`src/rtl/cpu_pkg.sv`:
```
// Shared types and constants for the fetch/dispatch controller.
// Latency: n/a (declarations only).
// Backpressure: n/a.
package cpu_pkg;

    typedef enum logic [2:0] {
        ST_IDLE,
        ST_ADDR,
        ST_MEMRD,
        ST_LOADIR,
        ST_DECODE,
        ST_DISPATCH,
        ST_WAIT,
        ST_HALTED
    } state_t;

    // Native opcode encoding. A wider OPC_W on the controller treats any
    // opcode with bits set above this width as unmapped, except all-ones,
    // which is always HALT.
    localparam int OPC_W_DEF = 4;
    typedef logic [OPC_W_DEF-1:0] opc_t;

    localparam opc_t OPC_ALU   = 4'h0;
    localparam opc_t OPC_ALUI  = 4'h1;
    localparam opc_t OPC_MOV   = 4'h2;
    localparam opc_t OPC_MOVI  = 4'h3;
    localparam opc_t OPC_STORE = 4'h4;
    localparam opc_t OPC_LOAD  = 4'h5;
    localparam opc_t OPC_HALT  = 4'hF;

    // Execution channel index; CH_NONE marks an opcode with no channel.
    typedef logic [2:0] ch_t;
    localparam ch_t CH_ALU   = 3'd0;
    localparam ch_t CH_ALUI  = 3'd1;
    localparam ch_t CH_MOV   = 3'd2;
    localparam ch_t CH_MOVI  = 3'd3;
    localparam ch_t CH_STORE = 3'd4;
    localparam ch_t CH_LOAD  = 3'd5;
    localparam ch_t CH_NONE  = 3'd7;

    function automatic ch_t opc2ch(input opc_t opc);
        ch_t ch;
        ch = CH_NONE;
        case (opc)
            OPC_ALU:   ch = CH_ALU;
            OPC_ALUI:  ch = CH_ALUI;
            OPC_MOV:   ch = CH_MOV;
            OPC_MOVI:  ch = CH_MOVI;
            OPC_STORE: ch = CH_STORE;
            OPC_LOAD:  ch = CH_LOAD;
            default:   ch = CH_NONE;
        endcase
        return ch;
    endfunction

endpackage

```
`src/rtl/tmo_counter.sv`:
```
// Per-state watchdog: counts cycles spent in a guarded state.
// Latency: expired is combinational on the (2^TMO_W-1)-th enabled cycle.
// Backpressure: none; clear has priority over enable.
// Ports: clock/reset, clear (state entry), enable (in guarded state), expired.
module tmo_counter #(
    parameter int TMO_W = 8
) (
    input  logic clock,
    input  logic reset,
    input  logic clear,
    input  logic enable,
    output logic expired
);

    // cnt_q holds the number of guarded cycles already completed, so the
    // cycle in which cnt_q == 2^TMO_W-2 is the last one allowed.
    localparam logic [TMO_W-1:0] LAST = TMO_W'((1 << TMO_W) - 2);

    logic [TMO_W-1:0] cnt_q;

    always_ff @(posedge clock or posedge reset) begin
        if (reset) begin
            cnt_q <= '0;
        end else if (clear) begin
            cnt_q <= '0;
        end else if (enable && (cnt_q != LAST)) begin
            cnt_q <= cnt_q + 1'b1;
        end
    end

    assign expired = enable && (cnt_q == LAST);

endmodule

```
`src/rtl/fetch_dispatch_unit.sv`:
```
// Fetch/decode sequencer that hands each instruction to one execution channel.
// Latency: ADDR 1 + MEMRD until MFC + LOADIR 1 + DECODE 1 + DISPATCH 1 + WAIT until done.
// Backpressure: holds in MEMRD/WAIT until MFC/done; gives up after 2^TMO_W-1 cycles.
// Ports: start/run_mode/stop control, opcode + MFC + fsm_done status in;
//        bus/memory enables, one-hot fsm_start, busy/halted, sticky errors,
//        retired-instruction count out. All outputs are registered.
module fetch_dispatch_unit
    import cpu_pkg::*;
#(
    parameter int NUM_CH = 6,
    parameter int OPC_W  = 4,
    parameter int TMO_W  = 8,
    parameter int CNT_W  = 16
) (
    input  logic              clock,
    input  logic              reset,
    input  logic              start,
    input  logic              run_mode,
    input  logic              stop,
    input  logic [OPC_W-1:0]  opcode,
    input  logic              MFC,
    input  logic [NUM_CH-1:0] fsm_done,
    output logic              EN,
    output logic              R_W,
    output logic              pc_out_en,
    output logic              pc_increment_en,
    output logic              MAR_address_in_en,
    output logic              MDR_bus_data_out_en,
    output logic              IR_in_en,
    output logic [NUM_CH-1:0] fsm_start,
    output logic              busy,
    output logic              halted,
    output logic              err_illegal,
    output logic              err_timeout,
    output logic [CNT_W-1:0]  instr_count
);

    state_t            state_q, state_d, after_retire;
    ch_t               ch_dec;
    logic [31:0]       opc_ext;
    logic [NUM_CH-1:0] dec_sel, sel_q;
    logic              is_halt, is_mapped, done_hit;
    logic              stop_q, stop_seen, busy_now;
    logic              start_acc, retire, illegal, tmo_fire;
    logic              tmo_clear, tmo_en, tmo_expired;

    // ---------------- opcode decode ----------------
    assign opc_ext = 32'(opcode);
    assign is_halt = (opcode == {OPC_W{1'b1}});

    always_comb begin
        ch_dec = CH_NONE;
        if (opc_ext[31:OPC_W_DEF] == '0) begin
            ch_dec = opc2ch(opc_ext[OPC_W_DEF-1:0]);
        end
        dec_sel = '0;
        for (int i = 0; i < NUM_CH; i++) begin
            if ((ch_dec != CH_NONE) && (int'(ch_dec) == i)) begin
                dec_sel[i] = 1'b1;
            end
        end
    end

    assign is_mapped = |dec_sel;
    // Only the dispatched channel can retire the instruction.
    assign done_hit  = |(fsm_done & sel_q);

    // ---------------- stop latch ----------------
    assign busy_now  = (state_q != ST_IDLE) && (state_q != ST_HALTED);
    // A stop raised in the retiring cycle itself must also end the run.
    assign stop_seen = stop_q | (stop & busy_now);
    assign after_retire = (run_mode && !stop_seen) ? ST_ADDR : ST_IDLE;

    // ---------------- next state ----------------
    always_comb begin
        state_d   = state_q;
        start_acc = 1'b0;
        retire    = 1'b0;
        illegal   = 1'b0;
        tmo_fire  = 1'b0;
        case (state_q)
            ST_IDLE, ST_HALTED: begin
                if (start) begin
                    state_d   = ST_ADDR;
                    start_acc = 1'b1;
                end
            end
            ST_ADDR:   state_d = ST_MEMRD;
            ST_MEMRD: begin
                if (MFC) begin
                    state_d = ST_LOADIR;
                end else if (tmo_expired) begin
                    state_d  = ST_IDLE;
                    tmo_fire = 1'b1;
                end
            end
            ST_LOADIR: state_d = ST_DECODE;
            ST_DECODE: begin
                if (is_halt) begin
                    state_d = ST_HALTED;
                    retire  = 1'b1;
                end else if (is_mapped) begin
                    state_d = ST_DISPATCH;
                end else begin
                    // Unmapped opcode: flag it and retire without executing.
                    illegal = 1'b1;
                    retire  = 1'b1;
                    state_d = after_retire;
                end
            end
            ST_DISPATCH: state_d = ST_WAIT;
            ST_WAIT: begin
                if (done_hit) begin
                    retire  = 1'b1;
                    state_d = after_retire;
                end else if (tmo_expired) begin
                    state_d  = ST_IDLE;
                    tmo_fire = 1'b1;
                end
            end
            default: state_d = ST_IDLE;
        endcase
    end

    // ---------------- watchdog ----------------
    assign tmo_clear = (state_d != state_q);
    assign tmo_en    = (state_q == ST_MEMRD) || (state_q == ST_WAIT);

    tmo_counter #(
        .TMO_W   (TMO_W)
    ) u_tmo (
        .clock   (clock),
        .reset   (reset),
        .clear   (tmo_clear),
        .enable  (tmo_en),
        .expired (tmo_expired)
    );

    // ---------------- state and bookkeeping ----------------
    always_ff @(posedge clock or posedge reset) begin
        if (reset) begin
            state_q     <= ST_IDLE;
            sel_q       <= '0;
            stop_q      <= 1'b0;
            instr_count <= '0;
            err_illegal <= 1'b0;
            err_timeout <= 1'b0;
        end else begin
            state_q <= state_d;
            if (state_q == ST_DECODE) begin
                sel_q <= dec_sel;
            end
            if (state_d == ST_IDLE) begin
                stop_q <= 1'b0;
            end else if (stop && busy_now) begin
                stop_q <= 1'b1;
            end
            if (retire) begin
                instr_count <= instr_count + 1'b1;
            end
            if (start_acc) begin
                err_illegal <= 1'b0;
                err_timeout <= 1'b0;
            end else begin
                if (illegal)  err_illegal <= 1'b1;
                if (tmo_fire) err_timeout <= 1'b1;
            end
        end
    end

    // Outputs are decoded from the next state and registered, so each one
    // lines up exactly with the state it belongs to and never glitches.
    always_ff @(posedge clock or posedge reset) begin
        if (reset) begin
            EN                  <= 1'b0;
            R_W                 <= 1'b0;
            pc_out_en           <= 1'b0;
            pc_increment_en     <= 1'b0;
            MAR_address_in_en   <= 1'b0;
            MDR_bus_data_out_en <= 1'b0;
            IR_in_en            <= 1'b0;
            fsm_start           <= '0;
            busy                <= 1'b0;
            halted              <= 1'b0;
        end else begin
            EN                  <= (state_d == ST_MEMRD);
            R_W                 <= (state_d == ST_MEMRD);
            pc_out_en           <= (state_d == ST_ADDR);
            MAR_address_in_en   <= (state_d == ST_ADDR);
            pc_increment_en     <= (state_d == ST_LOADIR);
            MDR_bus_data_out_en <= (state_d == ST_LOADIR);
            IR_in_en            <= (state_d == ST_LOADIR);
            // DISPATCH is only entered from DECODE, where dec_sel is live.
            fsm_start           <= (state_d == ST_DISPATCH) ? dec_sel : '0;
            busy                <= (state_d != ST_IDLE) && (state_d != ST_HALTED);
            halted              <= (state_d == ST_HALTED);
        end
    end

endmodule
```
`config.mk`:
```
export PLATFORM = sky130hd
export DESIGN_NAME = fetch_dispatch_unit
export DESIGN_NICKNAME = d
export VERILOG_FILES = /design/src/rtl/cpu_pkg.sv /design/src/rtl/tmo_counter.sv /design/src/rtl/fetch_dispatch_unit.sv
export SDC_FILE = /design/constraint.sdc
export NUM_CORES = 1
export LEC_CHECK = 0
export ABC_AREA = 1
export BUFFER_PORTS_ARGS = -buffer_cell sky130_fd_sc_hd__buf_2
export CORE_ASPECT_RATIO = 1.2
export CORE_MARGIN = 1
export CORE_UTILIZATION = 25
export CTS_BUF_LIST = sky130_fd_sc_hd__clkbuf_4 sky130_fd_sc_hd__clkbuf_8
export CTS_CLUSTER_SIZE = 14
export DETAILED_ROUTE_END_ITERATION = 10
export PLACE_DENSITY_LB_ADDON = 0.1
export SETUP_SLACK_MARGIN = 0.5
export SLEW_MARGIN = 0
export SYNTH_ARGS = -nofsm -noshare
export SYNTH_HDL_FRONTEND = slang
export SYNTH_SLANG_ARGS = --single-unit
```
`constraint.sdc`:
```
create_clock -name clock -period 1.7 [get_ports clock]
set_input_delay 0.17 -clock clock [delete_from_list [all_inputs] [get_ports clock]]
set_output_delay 0.17 -clock clock [all_outputs]
set_load 0.005 [all_outputs]
```
==> impl_metrics.env, run 1 <==
export IMPL_r2r_end="u_tmo.cnt_q[5]"
export IMPL_rsz0062_at_grt="true"
export IMPL_antenna_found_initial=0
export IMPL_fin_ws_ns=0.00736
export IMPL_muxShareOfSynthArea_pct=0.473
export IMPL_ys_ff_latch=47
export IMPL_die_w_um=91.1
export IMPL_grt_max_degree=32
export IMPL_drc_errors=0
export IMPL_num_rows=38
export IMPL_portBuffers=48
export IMPL_finalSetupViolations=0
export IMPL_ys_warnings_count=0
export IMPL_cts_tree="built"
export IMPL_ys_seq_area_share_pct=49.4
export IMPL_start_util_pct=26.1
export IMPL_synthAdderAreaFrac_pct=1.58
export IMPL_pin_count=49
export IMPL_synth_xor_area_share_pct=7.36
export IMPL_clk_path_buf_depth=2
export IMPL_post_place_ws_ns=0.00000766
export IMPL_dp_hpwl_um=4360
export IMPL_synth_compound_area_share_pct=4.31
export IMPL_finalHoldWorstSlack_ns=0.0808
export IMPL_drt_iter0_markers=51
export IMPL_grt_pass1_wl_um=9520
export IMPL_fill_cells=993
export IMPL_n_antenna_cell=0
export IMPL_drv_cap=0
export IMPL_endpoint_kind="flip-flop"
export IMPL_core_area_um2=9130
export IMPL_nets=378
export IMPL_synth_top_family_by_area="simple AND/OR/NAND/NOR gates"
export IMPL_synthCells=280
export IMPL_status="finished clean"
export IMPL_h_tree_depth=2
export IMPL_syn2layout_area_growth_pct=35.5
export IMPL_min_delay_start="start"
export IMPL_final_max_slew_viol_count=0
export IMPL_critical_path_arrival_ns=1.88
export IMPL_r2r_start="state_q[1]"
export IMPL_via_count=2026
export IMPL_routed_wl_um=5870
export IMPL_fin_crit_sh_pct=99.6
export IMPL_yosys_area_share_simple_pct=28.8
export IMPL_first_pass_iters=5
export IMPL_ir_worst_vdd_uv=665
export IMPL_p_per_area_nw_per_um2=1480
export IMPL_path_class="reg -> reg"
export IMPL_fp_dieH_um=109
export IMPL_required_ns=1.89
export IMPL_leakagePower_uw=0.00164
export IMPL_tightest_slew_ns=0.423
export IMPL_postRouteAntennaNets=0
export IMPL_final_common_cell="nand2_1"
export IMPL_syn_area_um2=2380
export IMPL_cts_clk_slew_worst_paths_ns=0.09
export IMPL_cts_buffers=5
export IMPL_clock_fmax_ghz=0.591
export IMPL_skew_ns=0.00827
export IMPL_worstPathMaxFanout=8
export IMPL_clock_latency_ns=0.30
export IMPL_grt_pass1_vias=2017
export IMPL_hold_end="err_illegal"
export IMPL_max_slew_margin_pct=71.7
export IMPL_rr_worst_depth=12
export IMPL_layout_common_cells="50 x nand2_1, 48 x buf_2, 44 x dfrtp_1, 31 x inv_1, 25 x buf_4"
export IMPL_finalCriticalPeriod_ns=1.69
export IMPL_min_path_cells=2
export IMPL_die_area_um2=9920
export IMPL_numClockSinks=47
export IMPL_hold_path_class="in -> reg"
export IMPL_avgSynthCellArea_um2=8.50
export IMPL_place_congestion=0.796
export IMPL_grtUsageTotal_pct=12.4
export IMPL_yosysUniqueCellTypes=30
export IMPL_wl_per_cell_um=12.2
export IMPL_hold_viol=0
export IMPL_startpoint_type="flip-flop"
export IMPL_syn_num_nets=299
export IMPL_routed_via_density=4.22
export IMPL_clock_root_buffer="clkbuf_8"
export IMPL_drive_gt1_share_pct=40.8
export IMPL_grt_overflow=0
export IMPL_r2r_setup_slack_ns=0.007
## registers in the layout (all words and copies together) (netlist names)
name	cells
u_tmo.cnt_q	8
err_timeout	1
state_q	3
fsm_start	6
err_illegal	1
R_W	1
sel_q	6
stop_q	1
busy	1
IR_in_en	1
halted	1
MAR_address_in_en	1
instr_count	16
## cell families (layout without fill, tap and decap cells)
group                    after synthesis  count (layout)
multiplexers                           1               1
buffers and inverters                 45             125
AO/OA/AOI/OAI                         19              19
XOR/XNOR                              20              20
AND/OR/NAND/NOR                      145             145
flip-flops                            47              47
adder cells (fa/ha/maj)                3               3
## through the flow
step                      power [uW]  std cells  area, um2  utilization, %  TNS (ns)
after floorplan                 2850        280       2410               -         0
after global placement          3500        455       2870            31.5         0
after detailed placement        3500        455       2870            31.5         0
after CTS                       4510        472       3090            33.9         0
after global routing            5170        480       3220            35.3    -0.886
final                           4770        480       3220            35.3         0
## synth_stat cells, drive strengths merged
master	n	area, um2
xnor2	9	78.8
clkbuf	1	3.75
nand3	17	103
nor3	7	40.0
xor2	11	96.3
inv	39	146
a21oi	7	38.8
nand2	69	287
nand3b	1	7.51
ha	3	37.5
nor2	40	178
nor4	2	12.5
nand4	7	43.8
o21ai	11	55.1
nor3b	2	15.0
mux2	1	11.3
dfrtp	47	1180
a2bb2oi	1	8.76
buf	5	41.3
## what timing repair did
item                                    in CTS  in global routing
endpoints found under the hold margin       16                  0
buffers inserted                             8                  8
gates resized for setup                     16                 21
pin swaps                                    9                 12
endpoints found under the setup margin      37                 39
hold buffers                                 1                  0
## how the worst max path moves through the flow
stage	slack, ns	start	end
floorplan	0.23	state_q[1]	instr_count[12]
global placement	0.01	state_q[1]	u_tmo.cnt_q[0]
detailed placement	0.000008	state_q[1]	u_tmo.cnt_q[7]
CTS	0.04	state_q[0]	u_tmo.cnt_q[2]
global route	-0.09	state_q[1]	busy
finish	0.007	state_q[1]	u_tmo.cnt_q[5]
## final cells by class
cell class	count	area, um2	share of cell area (%)
clock buffers	8	104	3.22
well taps	120	150	4.66
inverters	39	153	4.73
flip-flops and latches	47	1180	36.6
repair buffers	78	500	15.5
multi-input cells	188	1140	35.3
## metal layers
metal	wire [um]	GRT usage, %
met1	2550	14.4
met2	3040	22.9
met3	171	2.30
met4	102	4.54
met5	0	0
## where the power goes
group          switching [uW]  internal [uW]  total, uW
clock                     386            388        775
sequential                187           1370       1560
combinational            1430           1000       2440
total                    2010           2770       4770
## worst max-delay path, cell delays in order, from the launching register on
cell     delay, ns
dfrtp_2       0.43
inv_2         0.07
nor2_4        0.15
buf_4         0.12
nand4_1       0.12
nand2_1       0.10
inv_1         0.05
nand2_2       0.08
nand2_2       0.06
nand2_4       0.09
nand2_2       0.07
nand3_4       0.16
nor2_2        0.06
(Power assumes the default switching activity.)
==> run 2, diff against run 1 <==
- BUFFER_PORTS_ARGS: -buffer_cell sky130_fd_sc_hd__buf_2 -> not set
- CORE_UTILIZATION: 25 -> 50
- DONT_BUFFER_PORTS: not set -> 1
==> run 2 against run 1 <==
Against the previous run: sequential share of layout area rose by 0.26 points; count of clock-buffer cells in the layout fell by 2; utilization rose by 34 points; die area fell by 49%; via count fell by 1.9%; clock power rose by 9.5%; highest routed layer unchanged.
==> impl_metrics.env, run 2 (synthesis results as in run 1) <==
export IMPL_rr_worst_depth=13
export IMPL_leakagePower_uw=0.00158
export IMPL_via_count=1987
export IMPL_min_delay_start="opcode[1]"
export IMPL_crit_buf_inv=2
export IMPL_crit_top_cell="nand2_2"
export IMPL_cts_buffers=5
export IMPL_largest_register="instr_count"
export IMPL_grt_pass1_wl_um=8540
export IMPL_rsz0062_at_grt="true"
export IMPL_slowest_delay_ns=0.47
export IMPL_drc_errors=0
export IMPL_ir_worst_vdd_uv=1210
export IMPL_finalSetupViolations=0
export IMPL_die_w_um=65.0
export IMPL_clock_power_share_pct=16.9
export IMPL_num_rows=27
export IMPL_min_path_cells=3
export IMPL_h_tree_depth=2
export IMPL_final_max_slew_viol_count=0
export IMPL_swShare_pct=41.2
export IMPL_dp_hpwl_um=3500
export IMPL_fin_tns_setup_ns=0
export IMPL_routed_via_density=5.12
export IMPL_n_antenna_cell=0
export IMPL_nets=348
export IMPL_largestRegisters="instr_count: 16 flops, u_tmo.cnt_q: 8 flops"
export IMPL_required_ns=1.93
export IMPL_r2r_start="state_q[1]"
export IMPL_wl_per_cell_um=14.2
export IMPL_startpoint_type="flip-flop"
export IMPL_critical_path_depth=13
export IMPL_drv_cap=0
export IMPL_endpoint_kind="flip-flop"
export IMPL_hold_viol=0
export IMPL_fp_dieH_um=77.6
export IMPL_place_congestion=0.816
export IMPL_power_frac_comb_pct=51.3
export IMPL_r2r_end="u_tmo.cnt_q[6]"
export IMPL_clock_fmax_ghz=0.592
export IMPL_cts_tree="built"
export IMPL_drive_gt1_share_pct=40.6
export IMPL_r2r_setup_slack_ns=0.01
export IMPL_finalCriticalPeriod_ns=1.69
export IMPL_max_slew_margin_pct=77.1
export IMPL_slowest_stage="dfrtp_2"
export IMPL_syn2layout_area_growth_pct=34.5
export IMPL_layout_common_cells="44 x dfrtp_1, 44 x nand2_1, 32 x buf_4, 29 x inv_1, 19 x nor2_1"
export IMPL_first_pass_iters=4
export IMPL_die_area_um2=5040
export IMPL_fin_ws_ns=0.0112
export IMPL_status="finished clean"
export IMPL_p_int_uw=2960
export IMPL_numClockSinks=47
export IMPL_grt_overflow=0
export IMPL_grt_pass1_vias=1997
export IMPL_grtUsageTotal_pct=22.0
export IMPL_clock_root_buffer="clkbuf_8"
export IMPL_cts_clk_slew_worst_paths_ns=0.09
export IMPL_p_per_area_nw_per_um2=1570
export IMPL_p_switching_uw=2070
export IMPL_largest_reg_flops=16
export IMPL_grt_max_degree=36
export IMPL_critical_path_arrival_ns=1.92
export IMPL_cp_cell_sequence="inv_2, nor2_4, inv_2, nor2_2, nand2_2, nand2_2, nor2_2, nand2_1, nand2_2, nand2_2, nand2_2, nand3_4, nor2_2"
export IMPL_path_class="reg -> reg"
export IMPL_path_delay_family="simple AND/OR/NAND/NOR gates"
export IMPL_hold_path_class="in -> reg"
export IMPL_core_area_um2=4590
export IMPL_routed_wl_um=5500
export IMPL_fin_crit_sh_pct=99.3
export IMPL_clock_latency_ns=0.30
export IMPL_start_util_pct=51.8
export IMPL_pin_count=49
export IMPL_worstPathMaxFanout=8
export IMPL_postRouteAntennaNets=0
export IMPL_antenna_found_initial=0
export IMPL_portBuffers=0
export IMPL_tightest_slew_ns=0.340
export IMPL_drt_iter0_markers=81
export IMPL_skew_ns=0.00663
export IMPL_clk_path_buf_depth=2
export IMPL_post_place_ws_ns=-0.00615
export IMPL_hold_end="fsm_start[4]"
export IMPL_pwr_share_seq_pct=31.9
[run 2: cell types whose count changed in the layout (fill, tap and decap cells not counted), moves of 3 or more]
| cell | previous run | this run |
|---|---|---|
| buf_2 | 48 | 0 |
| nor2_1 | 22 | 19 |
| buf_6 | 2 | 12 |
| nand2_1 | 50 | 44 |
| o21ai_1 | 2 | 9 |
| buf_4 | 25 | 32 |
| nor2_4 | 5 | 9 |
| nand2_4 | 3 | 8 |
| o21ai_0 | 9 | 2 |
[run 2: metal layers]
metal | part of all wire (%) | GRT usage [%]
met1 | 39 | 25.7
met2 | 54 | 38.6
met3 | 4.7 | 5.59
met4 | 1.9 | 7.11
met5 | 0 | 0
[run 2: cell type report]
type                            instances  area [um2]
Timing Repair Buffer                   48         430
Multi-Input combinational cell        188        1250
Inverter                               39         153
Sequential cell                        47        1180
Fill cell                             354        1390
Tap cell                               58        72.6
Clock inverter                          2        35.0
Clock buffer                            6        82.6
[run 2: worst register-to-register path, stage by stage (launching register included)]
cell	delay, ns
dfrtp_2	0.47
inv_2	0.10
nor2_4	0.04
inv_2	0.10
nor2_2	0.05
nand2_2	0.10
nand2_2	0.07
nor2_2	0.08
nand2_1	0.07
nand2_2	0.13
nand2_2	0.07
nand2_2	0.08
nand3_4	0.14
nor2_2	0.14
[run 2: power by group through the flow]
stage | sequential (uW) | combinational (uW) | clock [uW]
finish | 1610 | 2580 | 849
global route | 1640 | 2820 | 910
CTS | 1590 | 2160 | 857
detailed placement | 1610 | 1640 | 0
global placement | 1610 | 1620 | 0
floorplan | 1580 | 1280 | 0
[run 2: worst max-delay path by stage]
stage / startpoint / end / slack (ns)
2_1_floorplan: state_q[1] / instr_count[12] / 0.23
3_3_place_gp: state_q[1] / u_tmo.cnt_q[6] / 0.05
3_5_place_dp: state_q[1] / u_tmo.cnt_q[6] / -0.006
4_1_cts: state_q[0] / u_tmo.cnt_q[1] / 0.09
5_1_grt: state_q[1] / u_tmo.cnt_q[6] / -0.08
6_report: state_q[1] / u_tmo.cnt_q[6] / 0.01
[run 2: what timing repair did]
action	in CTS	in global routing
buffers inserted	20	12
gates resized for setup	32	52
hold buffers	2	0
endpoints found under the hold margin	48	0
pin swaps	12	28
endpoints found under the setup margin	37	46
[run 2: through the flow]
step / hold WS, ns / power [uW] / area (um2) / instances / utilization (%)
floorplan: 0.193 / 2850 / 2410 / 280 / -
global placement: 0.0207 / 3230 / 2550 / 346 / 55.5
detailed placement: 0.0189 / 3250 / 2550 / 346 / 55.5
CTS: 0.0165 / 4610 / 2950 / 376 / 64.2
global route: 0.0269 / 5370 / 3200 / 388 / 69.7
finish: 0.0326 / 5040 / 3200 / 388 / 69.7
